`config.mk`:
```
export PLATFORM = sky130hd
export DESIGN_NAME = unified_mem_arbiter_flat
export DESIGN_NICKNAME = d
export VERILOG_FILES = /design/src/rtl/unified_mem_arbiter_if.sv /design/src/rtl/unified_mem_arbiter.sv /design/src/flat_wrapper.sv
export SDC_FILE = /design/constraint.sdc
export NUM_CORES = 1
export LEC_CHECK = 0
export CAP_MARGIN = 25
export CORE_AREA = 3 3 145 105
export DETAILED_ROUTE_END_ITERATION = 8
export DIE_AREA = 0 0 148 108
export HOLD_SLACK_MARGIN = 0.06
export PLACE_DENSITY = 0.88
export RECOVER_POWER = 25
export SETUP_SLACK_MARGIN = 0.15
export SLEW_MARGIN = 30
export SYNTH_ARGS = -nofsm -noshare
export SYNTH_HDL_FRONTEND = slang
export SYNTH_SLANG_ARGS = --single-unit
export TNS_END_PERCENT = 30
```
`constraint.sdc`:
```
create_clock -name clk -period 2.25 [get_ports clk]
set_clock_uncertainty 0.05 [all_clocks]
set_input_delay 0.3375 -clock clk [delete_from_list [all_inputs] [get_ports clk]]
set_output_delay 0.3375 -clock clk [all_outputs]
set_load 0.02 [all_outputs]
```
`src/rtl/unified_mem_arbiter_if.sv`:
```
// Bus bundle between the IF/MEM requesters, the arbiter and DataMem.
// slave: arbiter view (requests and memory responses in); master: environment view.
interface unified_mem_arbiter_if;
  logic        if_req;
  logic [31:0] if_addr;
  logic        if_gnt;
  logic        if_rvalid;
  logic [31:0] if_rdata;
  logic        d_req;
  logic        d_we;
  logic [31:0] d_addr;
  logic [2:0]  d_func;
  logic [31:0] d_wdata;
  logic        d_gnt;
  logic        d_rvalid;
  logic [31:0] d_rdata;
  logic        mem_en;
  logic        mem_read;
  logic        mem_write;
  logic [31:0] mem_addr;
  logic [2:0]  mem_func;
  logic [31:0] mem_wdata;
  logic [31:0] mem_rdata;
  logic        mem_ready;

  modport slave (
    input  if_req, if_addr,
    input  d_req, d_we, d_addr, d_func, d_wdata,
    input  mem_rdata, mem_ready,
    output if_gnt, if_rvalid, if_rdata,
    output d_gnt, d_rvalid, d_rdata,
    output mem_en, mem_read, mem_write,
    output mem_addr, mem_func, mem_wdata
  );

  modport master (
    output if_req, if_addr,
    output d_req, d_we, d_addr, d_func, d_wdata,
    output mem_rdata, mem_ready,
    input  if_gnt, if_rvalid, if_rdata,
    input  d_gnt, d_rvalid, d_rdata,
    input  mem_en, mem_read, mem_write,
    input  mem_addr, mem_func, mem_wdata
  );
endinterface

```
`src/rtl/unified_mem_arbiter.sv`:
```
// Request/grant scheduler sharing one memory port between fetch and load/store.
// Ports: clk, rst (async active-low), bus (slave), busy;
// MEM_ARB_PERF_EN adds perf_conflict/perf_wait saturating counters.
module unified_mem_arbiter #(
  parameter int unsigned STARVE_LIMIT = 3,
  parameter int unsigned CNT_W        = 2
) (
  input  logic                 clk,
  input  logic                 rst,
  unified_mem_arbiter_if.slave bus,
`ifdef MEM_ARB_PERF_EN
  output logic [31:0]          perf_conflict,
  output logic [31:0]          perf_wait,
`endif
  output logic                 busy
);

  typedef enum logic [1:0] {
    IDLE,
    BUSY_I,
    BUSY_D
  } state_e;

  state_e            state_q, state_d;
  logic [CNT_W-1:0]  starve_q, starve_d;
  logic [31:0]       addr_q, addr_d;
  logic [31:0]       wdata_q, wdata_d;
  logic [2:0]        func_q, func_d;
  logic              we_q, we_d;
  logic [31:0]       if_rdata_q, if_rdata_d;
  logic [31:0]       d_rdata_q, d_rdata_d;
  logic              if_rvalid_q, if_rvalid_d;
  logic              d_rvalid_q, d_rvalid_d;
  logic              if_win, d_win;
  logic              starve_max;

  assign starve_max = (starve_q == CNT_W'(STARVE_LIMIT));

  always_ff @(posedge clk or negedge rst) begin
    if (!rst) begin
      state_q     <= IDLE;
      starve_q    <= '0;
      addr_q      <= '0;
      wdata_q     <= '0;
      func_q      <= '0;
      we_q        <= 1'b0;
      if_rdata_q  <= '0;
      d_rdata_q   <= '0;
      if_rvalid_q <= 1'b0;
      d_rvalid_q  <= 1'b0;
    end else begin
      state_q     <= state_d;
      starve_q    <= starve_d;
      addr_q      <= addr_d;
      wdata_q     <= wdata_d;
      func_q      <= func_d;
      we_q        <= we_d;
      if_rdata_q  <= if_rdata_d;
      d_rdata_q   <= d_rdata_d;
      if_rvalid_q <= if_rvalid_d;
      d_rvalid_q  <= d_rvalid_d;
    end
  end

  always_comb begin
    state_d     = state_q;
    addr_d      = addr_q;
    wdata_d     = wdata_q;
    func_d      = func_q;
    we_d        = we_q;
    if_rdata_d  = if_rdata_q;
    d_rdata_d   = d_rdata_q;
    if_rvalid_d = 1'b0;
    d_rvalid_d  = 1'b0;
    if_win      = 1'b0;
    d_win       = 1'b0;
    unique case (state_q)
      IDLE: begin
        // Data wins ties unless fetch has been passed over too often.
        d_win  = bus.d_req && !(bus.if_req && starve_max);
        if_win = bus.if_req && !d_win;
        unique case (1'b1)
          d_win: begin
            state_d = BUSY_D;
            addr_d  = bus.d_addr;
            func_d  = bus.d_func;
            wdata_d = bus.d_wdata;
            we_d    = bus.d_we;
          end
          if_win: begin
            state_d = BUSY_I;
            addr_d  = bus.if_addr;
            func_d  = 3'b010;
            we_d    = 1'b0;
          end
          default: ;
        endcase
      end
      BUSY_I: begin
        if (bus.mem_ready) begin
          state_d     = IDLE;
          if_rdata_d  = bus.mem_rdata;
          if_rvalid_d = 1'b1;
        end
      end
      BUSY_D: begin
        if (bus.mem_ready) begin
          state_d    = IDLE;
          d_rvalid_d = 1'b1;
          if (!we_q) d_rdata_d = bus.mem_rdata;
        end
      end
      default: state_d = IDLE;
    endcase
  end

  always_comb begin
    starve_d = starve_q;
    if (!bus.if_req || if_win) starve_d = '0;
    else if (d_win && !starve_max) starve_d = starve_q + 1'b1;
  end

  assign bus.if_gnt    = if_win;
  assign bus.d_gnt     = d_win;
  assign bus.if_rvalid = if_rvalid_q;
  assign bus.if_rdata  = if_rdata_q;
  assign bus.d_rvalid  = d_rvalid_q;
  assign bus.d_rdata   = d_rdata_q;
  // Decoded straight from state so reset drops the command at once.
  assign bus.mem_en    = (state_q != IDLE);
  assign bus.mem_read  = (state_q == BUSY_I) ||
                         ((state_q == BUSY_D) && !we_q);
  assign bus.mem_write = (state_q == BUSY_D) && we_q;
  assign bus.mem_addr  = addr_q;
  assign bus.mem_func  = func_q;
  assign bus.mem_wdata = wdata_q;
  assign busy          = (state_q != IDLE);

`ifdef MEM_ARB_PERF_EN
  logic [31:0] conflict_q, wait_q;
  logic        any_req, any_gnt;

  assign any_req = bus.if_req || bus.d_req;
  assign any_gnt = if_win || d_win;

  always_ff @(posedge clk or negedge rst) begin
    if (!rst) begin
      conflict_q <= '0;
      wait_q     <= '0;
    end else begin
      if ((state_q == IDLE) && bus.if_req && bus.d_req && !(&conflict_q))
        conflict_q <= conflict_q + 32'd1;
      if (any_req && !any_gnt && !(&wait_q))
        wait_q <= wait_q + 32'd1;
    end
  end

  assign perf_conflict = conflict_q;
  assign perf_wait     = wait_q;
`endif

endmodule
```
`src/flat_wrapper.sv`:
```
// flat-port wrapper written by rule: the top's interface ports become plain ports
module unified_mem_arbiter_flat 
#(
  parameter int unsigned STARVE_LIMIT = 3,
  parameter int unsigned CNT_W        = 2
)
  (clk, rst, busy, bus_if_req, bus_if_addr, bus_d_req, bus_d_we, bus_d_addr, bus_d_func, bus_d_wdata, bus_mem_rdata, bus_mem_ready, bus_if_gnt, bus_if_rvalid, bus_if_rdata, bus_d_gnt, bus_d_rvalid, bus_d_rdata, bus_mem_en, bus_mem_read, bus_mem_write, bus_mem_addr, bus_mem_func, bus_mem_wdata);
  unified_mem_arbiter_if bus_i ();
  input  logic clk;
  input  logic rst;
  output logic busy;
  input wire logic [$bits(bus_i.if_req)-1:0] bus_if_req;
  input wire logic [$bits(bus_i.if_addr)-1:0] bus_if_addr;
  input wire logic [$bits(bus_i.d_req)-1:0] bus_d_req;
  input wire logic [$bits(bus_i.d_we)-1:0] bus_d_we;
  input wire logic [$bits(bus_i.d_addr)-1:0] bus_d_addr;
  input wire logic [$bits(bus_i.d_func)-1:0] bus_d_func;
  input wire logic [$bits(bus_i.d_wdata)-1:0] bus_d_wdata;
  input wire logic [$bits(bus_i.mem_rdata)-1:0] bus_mem_rdata;
  input wire logic [$bits(bus_i.mem_ready)-1:0] bus_mem_ready;
  output wire logic [$bits(bus_i.if_gnt)-1:0] bus_if_gnt;
  output wire logic [$bits(bus_i.if_rvalid)-1:0] bus_if_rvalid;
  output wire logic [$bits(bus_i.if_rdata)-1:0] bus_if_rdata;
  output wire logic [$bits(bus_i.d_gnt)-1:0] bus_d_gnt;
  output wire logic [$bits(bus_i.d_rvalid)-1:0] bus_d_rvalid;
  output wire logic [$bits(bus_i.d_rdata)-1:0] bus_d_rdata;
  output wire logic [$bits(bus_i.mem_en)-1:0] bus_mem_en;
  output wire logic [$bits(bus_i.mem_read)-1:0] bus_mem_read;
  output wire logic [$bits(bus_i.mem_write)-1:0] bus_mem_write;
  output wire logic [$bits(bus_i.mem_addr)-1:0] bus_mem_addr;
  output wire logic [$bits(bus_i.mem_func)-1:0] bus_mem_func;
  output wire logic [$bits(bus_i.mem_wdata)-1:0] bus_mem_wdata;
  assign bus_i.if_req = bus_if_req;
  assign bus_i.if_addr = bus_if_addr;
  assign bus_i.d_req = bus_d_req;
  assign bus_i.d_we = bus_d_we;
  assign bus_i.d_addr = bus_d_addr;
  assign bus_i.d_func = bus_d_func;
  assign bus_i.d_wdata = bus_d_wdata;
  assign bus_i.mem_rdata = bus_mem_rdata;
  assign bus_i.mem_ready = bus_mem_ready;
  assign bus_if_gnt = bus_i.if_gnt;
  assign bus_if_rvalid = bus_i.if_rvalid;
  assign bus_if_rdata = bus_i.if_rdata;
  assign bus_d_gnt = bus_i.d_gnt;
  assign bus_d_rvalid = bus_i.d_rvalid;
  assign bus_d_rdata = bus_i.d_rdata;
  assign bus_mem_en = bus_i.mem_en;
  assign bus_mem_read = bus_i.mem_read;
  assign bus_mem_write = bus_i.mem_write;
  assign bus_mem_addr = bus_i.mem_addr;
  assign bus_mem_func = bus_i.mem_func;
  assign bus_mem_wdata = bus_i.mem_wdata;
  unified_mem_arbiter #(.STARVE_LIMIT(STARVE_LIMIT), .CNT_W(CNT_W)) u_core (.clk(clk), .rst(rst), .bus(bus_i), .busy(busy));
endmodule
```
==> results of run 1 <==
-- cell usage in the layout (no fill, tap or decap), types with 2 or more instances in the layout --
master	netlist	routed
nor2_1	33	33
clkbuf_16	0	17
ha_1	4	3
buf_4	1	11
mux2_4	14	14
nand2_1	4	4
clkbuf_2	0	2
a31oi_1	32	32
inv_1	7	6
o21ai_0	33	33
bufinv_16	0	3
buf_12	0	4
inv_6	0	3
clkinv_2	0	2
mux2_2	82	82
nand2b_1	2	2
clkinv_4	0	2
a21oi_1	36	36
clkinvlp_4	0	3
and2_1	2	2
a22o_1	4	4
dlygate4sd2_1	0	3
dfrtp_1	138	138
clkdlybuf4s50_1	0	268
-- worst reg2reg max path, cell delays in order, from the launching register on --
cell     delay [ns]
dfrtp_1        0.40
inv_1          0.13
ha_4           0.19
and3_4         0.20
buf_4          0.45
mux2_2         0.41
-- what timing repair did --
action | CTS | global route
resized for setup | 14 | 4
endpoints found under the setup margin | 6 | 5
hold endpoints to repair | 46 | 0
hold buffers | 1 | 0
-- flip-flops by register name (all words and copies together) (netlist names) --
register and cells:
u_core.bus.d_rdata 32, u_core.bus.if_rdata 32, u_core.bus.mem_addr 32, u_core.bus.mem_wdata 32
u_core.bus.mem_func 3, u_core.starve_q 2, u_core.state_q 2, u_core.bus.d_rvalid 1
u_core.bus.if_rvalid 1, u_core.we_q 1
-- cell type report --
class                           instances  area, um2
Tap cell                              190      237.7
Inverter                                7      26.28
Timing Repair Buffer                  293       2929
Clock buffer                           19      442.9
Clock inverter                         13      166.4
Sequential cell                       138       3453
Multi-Input combinational cell        257       2027
Fill cell                            1018       4591
-- per-stage QoR --
stage | area [um2] | hold slack, ns | instances
after CTS | 9294 | 0.3762 | 917
after detailed placement | 8671 | 0.2541 | 884
after global routing | 9283 | 0.4328 | 917
after floorplan | 5653 | -0.008091 | 433
after global placement | 8671 | 0.2444 | 884
final | 9283 | 0.4433 | 917
-- final timing paths --
check,slack (ns),start,cells after the start,to
setup / recovery,0.19,u_core.state_q[0]$_DFFE_PN0P_,5,busy
hold reg to reg,0.45,u_core.bus.d_rdata[4]$_DFFE_PN0P_,1,u_core.bus.d_rdata[4]$_DFFE_PN0P_
setup reg to reg,0.30,u_core.state_q[0]$_DFFE_PN0P_,5,u_core.bus.mem_wdata[3]$_DFFE_PN0P_
min in group asynchronous,0.68,rst,2,u_core.bus.mem_addr[3]$_DFFE_PN0P_
hold / removal,0.44,bus_d_addr[24],3,u_core.bus.mem_addr[24]$_DFFE_PN0P_
max in group asynchronous,0.36,rst,3,u_core.bus.mem_addr[19]$_DFFE_PN0P_
-- metal layers --
layer  wire length (um)  up-vias  track usage (%)
li1                   -     2112                -
met1               6760     2312            24.96
met2               9113      202            38.68
met3               1278       30            6.871
met4                358        0            7.647
met5                  0        -                0
-- cell families (layout without fill, tap and decap cells) --
kind of cell / count (synthesis) / count (layout)
adders and majority gates: 4 / 4
AOI/OAI and AO/OA: 109 / 109
buffers and inverters: 38 / 332
and+or+nand+nor: 48 / 48
DFF: 138 / 138
muxes: 96 / 96
-- power groups by stage --
stage	sequential, mW	combinational (mW)	clock [mW]
floorplan	5.86	2.27	0
global placement	4.36	7.14	0
detailed placement	4.46	7.34	0
CTS	4.43	7.37	2.91
global route	4.57	7.71	3.02
finish	4.43	7.30	2.85
==> results_dict.tcl, run 1 <==
set metrics [dict create \
    grt_antenna_before_repair 0 \
    h-tree-depth 4 \
    drt-total-wl_um 17510 \
    p_int_mw 9.263 \
    die-area_um2 15980 \
    vias_per_cell 5.077 \
    pre_cts_ws_ns 0.05245 \
    synth_top_family_by_area "multiplexers" \
    path_clk_slew_ns 0.06 \
    hpwl_um 12920 \
    yosys.area_share.simple_pct 3.785 \
    power_frac_seq_pct 30.4 \
    cts_tree "yes" \
    p_leak_nw 3.888 \
    die_w_um 148 \
    tightest_slew_ns 1.256 \
    startpoint_type "register" \
    synth-async-reset-ratio_pct 100.0 \
    maxCapViolations 0 \
    p_total_mw 14.58 \
    synth.top_cells.by_count "138 x dfrtp_1, 82 x mux2_2, 36 x a21oi_1" \
    clk_latency_ns 0.41 \
    via_count 4656 \
    postLayoutSetupSlackWorst_ns 0.1919 \
    grt_overflow 0 \
    setup_tns_ns 0 \
    drc_errors 0 \
    cpMostUsedCell "inv_1" \
    ys_seq_elements 138 \
    slew_headroom_pct 16.25 \
    status "complete, no violations" \
    crit_family "buffers and inverters" \
    rsz0062_at_grt "yes" \
    synthFlopType "dfrtp_1" \
    required_ns 1.86 \
    row_count 36 \
    cts_max_path_buffers 2 \
    crit_chain "inv_1 > ha_4 > inv_1 > buf_4 > dlygate4sd2_1" \
    yosysMostFrequentCell "dfrtp_1" \
    grt_usage_pct 21.74 \
    synth_nets 574 \
    first_global_vias 5079 \
    diodes 0 \
    ys_types 28 \
    synth_top_area_share_pct 61.09 \
    hold_class "in -> reg" \
    fmax_mhz 485.9 \
    first_pass_iters 4 \
    crit_slowest_cell "dfrtp_1" \
    ys_warn_count 0 \
    ant_nets 0 \
    path_class "reg -> out" \
    hold_viol_final 0 \
    cp-end-kind "output pin" \
    area_growth_syn_to_layout_pct 64.21 \
    setup_viol 0 \
    cts_buffers 17 \
    io_buffers 275 \
    grt_pass1_wl_um 27140 \
    layout.nets 855 \
    clock_power_share_pct 19.6 \
    chipHeight_um 108 \
    yosysSeqAreaShare_pct 61.09 \
    post_cts_buffers 0 \
    fp.coreArea_um2 13870 \
    grt_max_degree 57 \
    netlist_area_um2 5653 \
    p_switching_mw 5.319 \
    final_util_pct 66.91 \
    switching_share_pct 36.48 \
    synth_edf_count 0 \
    drive_gt1_share_pct 20.91 \
    slowest_delay_ns 0.40 \
    synthAdderAreaFrac_pct 0.8853 \
    yosys.area.top_type "dfrtp_1" \
    num_io_pins 276 \
    post_drt_wl_per_cell_um 19.10 \
    drt_first_iter_violations 201 \
    slew_violations 0 \
    cts.sinks 138 \
    p_comb_share_pct 50.1 \
    crit_arrival_ns 1.67 \
    cts-root-buf "clkbuf_16" \
    synth_compound_area_share_pct 10.82 \
    cellPowerDensity_nw_per_um2 1571 \
    critPathBufInv 4 \
    start_util_pct 40.75 \
    synthCells 433 \
    ir_drop_v 0.0008132 \
    place.gp.congestion 0.8100 \
    synth_xor_area_share_pct 0 \
    ys_top_cells_by_area "dfrtp_1 61%, mux2_2 16%, mux2_4 3.7%" \
    fin_crit_ns 2.058 \
    synthMuxAreaShare_pct 20.05 \
    fin_crit_sh_pct 91.47 \
    syn_avg_cell_area_um2 13.06 \
    worstPathMaxFanout 6 \
]
Power figures use the tool's default switching activity.
==> run 2, diff against run 1 <==
--- a/config.mk
+++ b/config.mk
@@ -6,14 +6,13 @@
 export NUM_CORES = 1
 export LEC_CHECK = 0
 export CAP_MARGIN = 25
-export CORE_AREA = 3 3 145 105
+export CORE_AREA = 3 3 116 130
 export DETAILED_ROUTE_END_ITERATION = 8
-export DIE_AREA = 0 0 148 108
+export DIE_AREA = 0 0 119 133
 export HOLD_SLACK_MARGIN = 0.06
 export PLACE_DENSITY = 0.88
 export RECOVER_POWER = 25
 export SETUP_SLACK_MARGIN = 0.15
-export SLEW_MARGIN = 30
 export SYNTH_ARGS = -nofsm -noshare
 export SYNTH_HDL_FRONTEND = slang
 export SYNTH_SLANG_ARGS = --single-unit
==> constraint.sdc (replaced) <==
create_clock -name clk -period 2.25 [get_ports clk]
set_clock_uncertainty 0.05 [all_clocks]
set_input_delay 0.3375 -clock clk [delete_from_list [all_inputs] [get_ports clk]]
set_output_delay 0.3375 -clock clk [all_outputs]
set_load 0.1 [all_outputs]
==> results_dict.tcl, run 2 (synthesis gave the netlist of run 1 again) <==
set metrics [dict create \
    layout.nets 859 \
    r2r_end "u_core.bus.mem_wdata[6]$_DFFE_PN0P_" \
    cp.depth 5 \
    top_layer_used "met4" \
    crit_family "buffers and inverters" \
    ant_nets 0 \
    final_util_pct 65.74 \
    wl_met1_um 6563 \
    drt-total-wl_um 17100 \
    grt_antenna_before_repair 0 \
    first_pass_iters 4 \
    slew_headroom_pct 24.67 \
    place.gp.congestion 0.7618 \
    worstPathMaxFanout 6 \
    diodes 0 \
    grt_usage_pct 21.33 \
    slew_violations 0 \
    startpoint_type "register" \
    die_w_um 119 \
    maxCapViolations 0 \
    tightest_slew_ns 1.130 \
    path_class "reg -> out" \
    reg2regPathDepth 5 \
    clk_latency_ns 0.40 \
    area_growth_syn_to_layout_pct 60.42 \
    crit_end "bus_if_gnt" \
    first_global_vias 5043 \
    dp_cells 880 \
    path_clk_slew_ns 0.06 \
    drc_errors 0 \
    grt_overflow 0 \
    cts.sinks 138 \
    hold_class "in -> reg" \
    status "complete, no violations" \
    fmax_mhz 489.7 \
    hpwl_um 12620 \
    r2r_slack_ns 0.49 \
    required_ns 1.86 \
    wl_met3_um 1308 \
    wl_met2_um 8767 \
    critPathBufInv 3 \
    crit_chain "inv_2 > ha_4 > clkinvlp_4 > nor3_4 > buf_12" \
    num_io_pins 276 \
    crit_slowest_cell "dfrtp_1" \
    crit_arrival_ns 1.65 \
    via_count 4761 \
    row_count 45 \
    cp-end-kind "output pin" \
    drt_first_iter_violations 271 \
    die-area_um2 15830 \
    cts_tree "yes" \
    rr_startpoint "u_core.starve_q[0]$_DFFE_PN0P_" \
    chipHeight_um 133 \
    setup_viol 0 \
    layout_common_cells "148 x buf_4, 138 x dfrtp_1, 135 x clkdlybuf4s50_1" \
    post_drt_wl_per_cell_um 18.63 \
    h-tree-depth 4 \
    rsz0062_at_grt "no" \
    critPathLaunch "u_core.state_q[0]$_DFFE_PN0P_" \
    fin_crit_ns 2.042 \
    vias_per_cell 5.186 \
    fp.coreArea_um2 13790 \
    grt_pass1_wl_um 26930 \
    start_util_pct 40.98 \
    fin_crit_sh_pct 90.76 \
    grt_max_degree 69 \
    cts_buffers 17 \
    fin_cells 918 \
    slowest_delay_ns 0.41 \
    fill_cells 1025 \
    hold_viol_final 0 \
    cts-root-buf "clkbuf_16" \
    final_common_cell "buf_4" \
    cts_max_path_buffers 2 \
    drive_gt1_share_pct 40.55 \
    io_buffers 275 \
]
-- run 2: changes by cell type in the layout (fill, tap and decap cells not counted), sizes merged, moves of 2 or more --
cell,change
clkinv,-4
clkdlybuf4s50,-133
dlygate4sd2,-3
clkbuf,-2
clkdlybuf4s15,-2
inv,+4
buf,+143
-- run 2: what timing repair did --
item                                    CTS  global route
hold endpoints to repair                 42             0
endpoints found under the setup margin    1             2
pin swaps                                 0             2
buffers inserted                          2             4
hold buffers                              1             0
gates resized for setup                   0             1
-- run 2: how the worst min path moves through the flow --
stage                              from                                   to  slack (ns)  cells after the start
after floorplan                     rst    u_core.bus.d_rdata[0]$_DFFE_PN0P_      -0.008                      0
after global placement              rst   u_core.bus.d_rdata[16]$_DFFE_PN0P_        0.22                      1
after detailed placement            rst  u_core.bus.if_rdata[11]$_DFFE_PN0P_        0.24                      1
after CTS                           rst  u_core.bus.if_rdata[11]$_DFFE_PN0P_        0.38                      2
after global routing      bus_d_func[1]   u_core.bus.mem_func[1]$_DFFE_PN0P_        0.42                      3
final                     bus_d_func[1]   u_core.bus.mem_func[1]$_DFFE_PN0P_        0.42                      3
-- run 2: per-layer routing --
layer  vias up  global-route usage (%)
li1       2121                       -
met1      2341                   25.36
met2       264                   36.88
met3        35                   6.071
met4         0                   7.534
met5         -                       0
-- run 2: final cells by class --
cell class                 instances  area [um2]  area share (%)
inverter                           7       30.03          0.3311
sequential                       138        3453           38.08
clock inverter                    13       157.7           1.738
multi-input combinational        257        2036           22.45
clock buffer                      18       439.2           4.843
timing repair buffer             297        2718           29.97
tap                              188       235.2           2.594
-- run 2: worst reg2reg max path, stage by stage (launching register included) --
cell	delay [ns]
dfrtp_1	0.41
ha_2	0.22
nand2_1	0.12
and3_4	0.28
buf_12	0.19
mux2_2	0.36
-- run 2: stage by stage --
step | setup slack [ns] | area (um2) | setup TNS [ns] | hold slack (ns)
after floorplan | -0.1831 | 5680 | -0.1831 | -0.008091
after detailed placement | 0.3183 | 8421 | 0 | 0.2379
final | 0.2079 | 9069 | 0 | 0.4229
after CTS | 0.1816 | 9042 | 0 | 0.3793
after global routing | 0.1398 | 9069 | 0 | 0.4225
after global placement | 0.3430 | 8421 | 0 | 0.2215
Power of run 2 is left out: the tool's default activity adds up to more than one toggle a clock period on the data nets, which glitch-free logic cannot reach.
==> run 3, diff against run 2 <==
--- a/config.mk
+++ b/config.mk
@@ -6,11 +6,11 @@
 export NUM_CORES = 1
 export LEC_CHECK = 0
 export CAP_MARGIN = 25
-export CORE_AREA = 3 3 116 130
+export CORE_AREA = 3 3 148 164
 export DETAILED_ROUTE_END_ITERATION = 8
-export DIE_AREA = 0 0 119 133
+export DIE_AREA = 0 0 151 167
 export HOLD_SLACK_MARGIN = 0.06
-export PLACE_DENSITY = 0.88
+export PLACE_DENSITY = 0.61
 export RECOVER_POWER = 25
 export SETUP_SLACK_MARGIN = 0.15
 export SYNTH_ARGS = -nofsm -noshare
==> results_dict.tcl, run 3 (synthesis gave the netlist of run 1 again) <==
set metrics [dict create \
    worstPathMaxFanout 5 \
    slew_headroom_pct 19.68 \
    fin_crit_ns 2.030 \
    fmax_mhz 492.6 \
    cp-end-kind "output pin" \
    io_buffers 275 \
    via_count 4574 \
    cts_max_path_buffers 2 \
    h-tree-depth 4 \
    crit_slowest_cell "dfrtp_1" \
    drive_gt1_share_pct 40.38 \
    r2r_slack_ns 0.53 \
    required_ns 1.86 \
    startpoint_type "register" \
    final_common_cell "buf_4" \
    first_global_vias 4674 \
    clk_latency_ns 0.41 \
    layout.nets 861 \
    num_io_pins 276 \
    start_util_pct 24.81 \
    chipHeight_um 167 \
    hpwl_um 12210 \
    grt_usage_pct 13.06 \
    vias_per_cell 4.428 \
    drc_errors 0 \
    fill_cells 2212 \
    hold_viol_final 0 \
    rsz0062_at_grt "yes" \
    grt_pass1_wl_um 25880 \
    crit_arrival_ns 1.64 \
    critPathBufInv 3 \
    reg2regPathDepth 5 \
    setup_viol 0 \
    status "complete, no violations" \
    drt-total-wl_um 16910 \
    cts_tree "yes" \
    crit_chain "inv_1 > ha_4 > clkinvlp_4 > nor3_4 > buf_12" \
    post_drt_wl_per_cell_um 16.37 \
    grt_antenna_before_repair 0 \
    layout_common_cells "146 x buf_4, 138 x dfrtp_1, 135 x clkdlybuf4s50_1" \
    tightest_slew_ns 1.205 \
    grt_max_degree 53 \
    path_class "reg -> out" \
    cts_buffers 17 \
    diodes 0 \
    die_w_um 151 \
    setup_tns_ns 0 \
    fin_crit_sh_pct 90.23 \
    grt_overflow 0 \
    place.gp.congestion 0.7314 \
    area_growth_syn_to_layout_pct 63.30 \
    fp.coreArea_um2 22790 \
    slowest_delay_ns 0.41 \
    path_clk_slew_ns 0.06 \
    cts.sinks 138 \
    r2r_end "u_core.bus.mem_wdata[1]$_DFFE_PN0P_" \
    slew_violations 0 \
    die-area_um2 25220 \
    rr_startpoint "u_core.state_q[0]$_DFFE_PN0P_" \
    cts-root-buf "clkbuf_16" \
    first_pass_iters 4 \
    hold_class "in -> async" \
    row_count 58 \
    drt_first_iter_violations 142 \
    maxCapViolations 0 \
    crit_family "buffers and inverters" \
    ant_nets 0 \
]
## run 3: cell types whose count changed in the layout (fill, tap and decap cells not counted), sizes merged
cell    before  now
clkinv       0    5
inv         14    9
buf        160  162
clkbuf      19   20
## run 3: worst reg2reg max path: stages (launching register included)
cell and delay (ns):
dfrtp_1 0.41, inv_1 0.13, ha_4 0.19, and3_4 0.29, buf_12 0.19, mux2_2 0.35
## run 3: worst max path at each step
stage,from,to,depth (start not counted)
after floorplan,u_core.state_q[1]$_DFFE_PN0P_,bus_if_gnt,4
after global placement,bus_if_req,bus_if_gnt,5
after detailed placement,bus_if_req,bus_if_gnt,5
after CTS,u_core.starve_q[0]$_DFFE_PN0P_,bus_if_gnt,4
after global routing,rst,u_core.bus.mem_addr[3]$_DFFE_PN0P_,3
final,u_core.state_q[0]$_DFFE_PN0P_,bus_if_gnt,5
## run 3: through the flow
stage	setup slack (ns)	cell area [um2]	utilization, %	hold slack, ns	std cells
2_1_floorplan	-0.1831	5680	-	-0.008091	433
3_3_place_gp	0.2941	8633	37.89	0.1698	995
3_5_place_dp	0.2930	8633	37.89	0.1671	995
4_1_cts	0.1828	9236	40.53	0.2971	1030
5_1_grt	0.09374	9231	40.51	0.3103	1033
6_report	0.2198	9231	40.51	0.3023	1033
## run 3: layout make-up
class | instances | area (um2) | share of cell area (%)
Sequential cell | 138 | 3453 | 37.41
Inverter | 7 | 30.03 | 0.3253
Clock buffer | 19 | 432.9 | 4.690
Timing Repair Buffer | 299 | 2759 | 29.89
Multi-Input combinational cell | 257 | 2036 | 22.05
Clock inverter | 13 | 145.1 | 1.572
Tap cell | 300 | 375.4 | 4.066
## run 3: repair_timing
item,CTS,global route
hold buffers,1,0
hold endpoints to repair,81,0
resized for setup,0,1
setup buffers,2,3
setup endpoints to repair,1,1
pin swaps,0,1
## run 3: routing by layer
| layer | up-vias | part of all wire (%) | global-route usage [%] |
|---|---|---|---|
| met5 | - | 0 | 0 |
| met4 | 0 | 1.4 | 4.022 |
| met3 | 20 | 9.5 | 4.626 |
| met2 | 212 | 46 | 20.49 |
| met1 | 2218 | 43 | 16.89 |
| li1 | 2124 | - | - |
Power of run 3 is left out for the same reason.
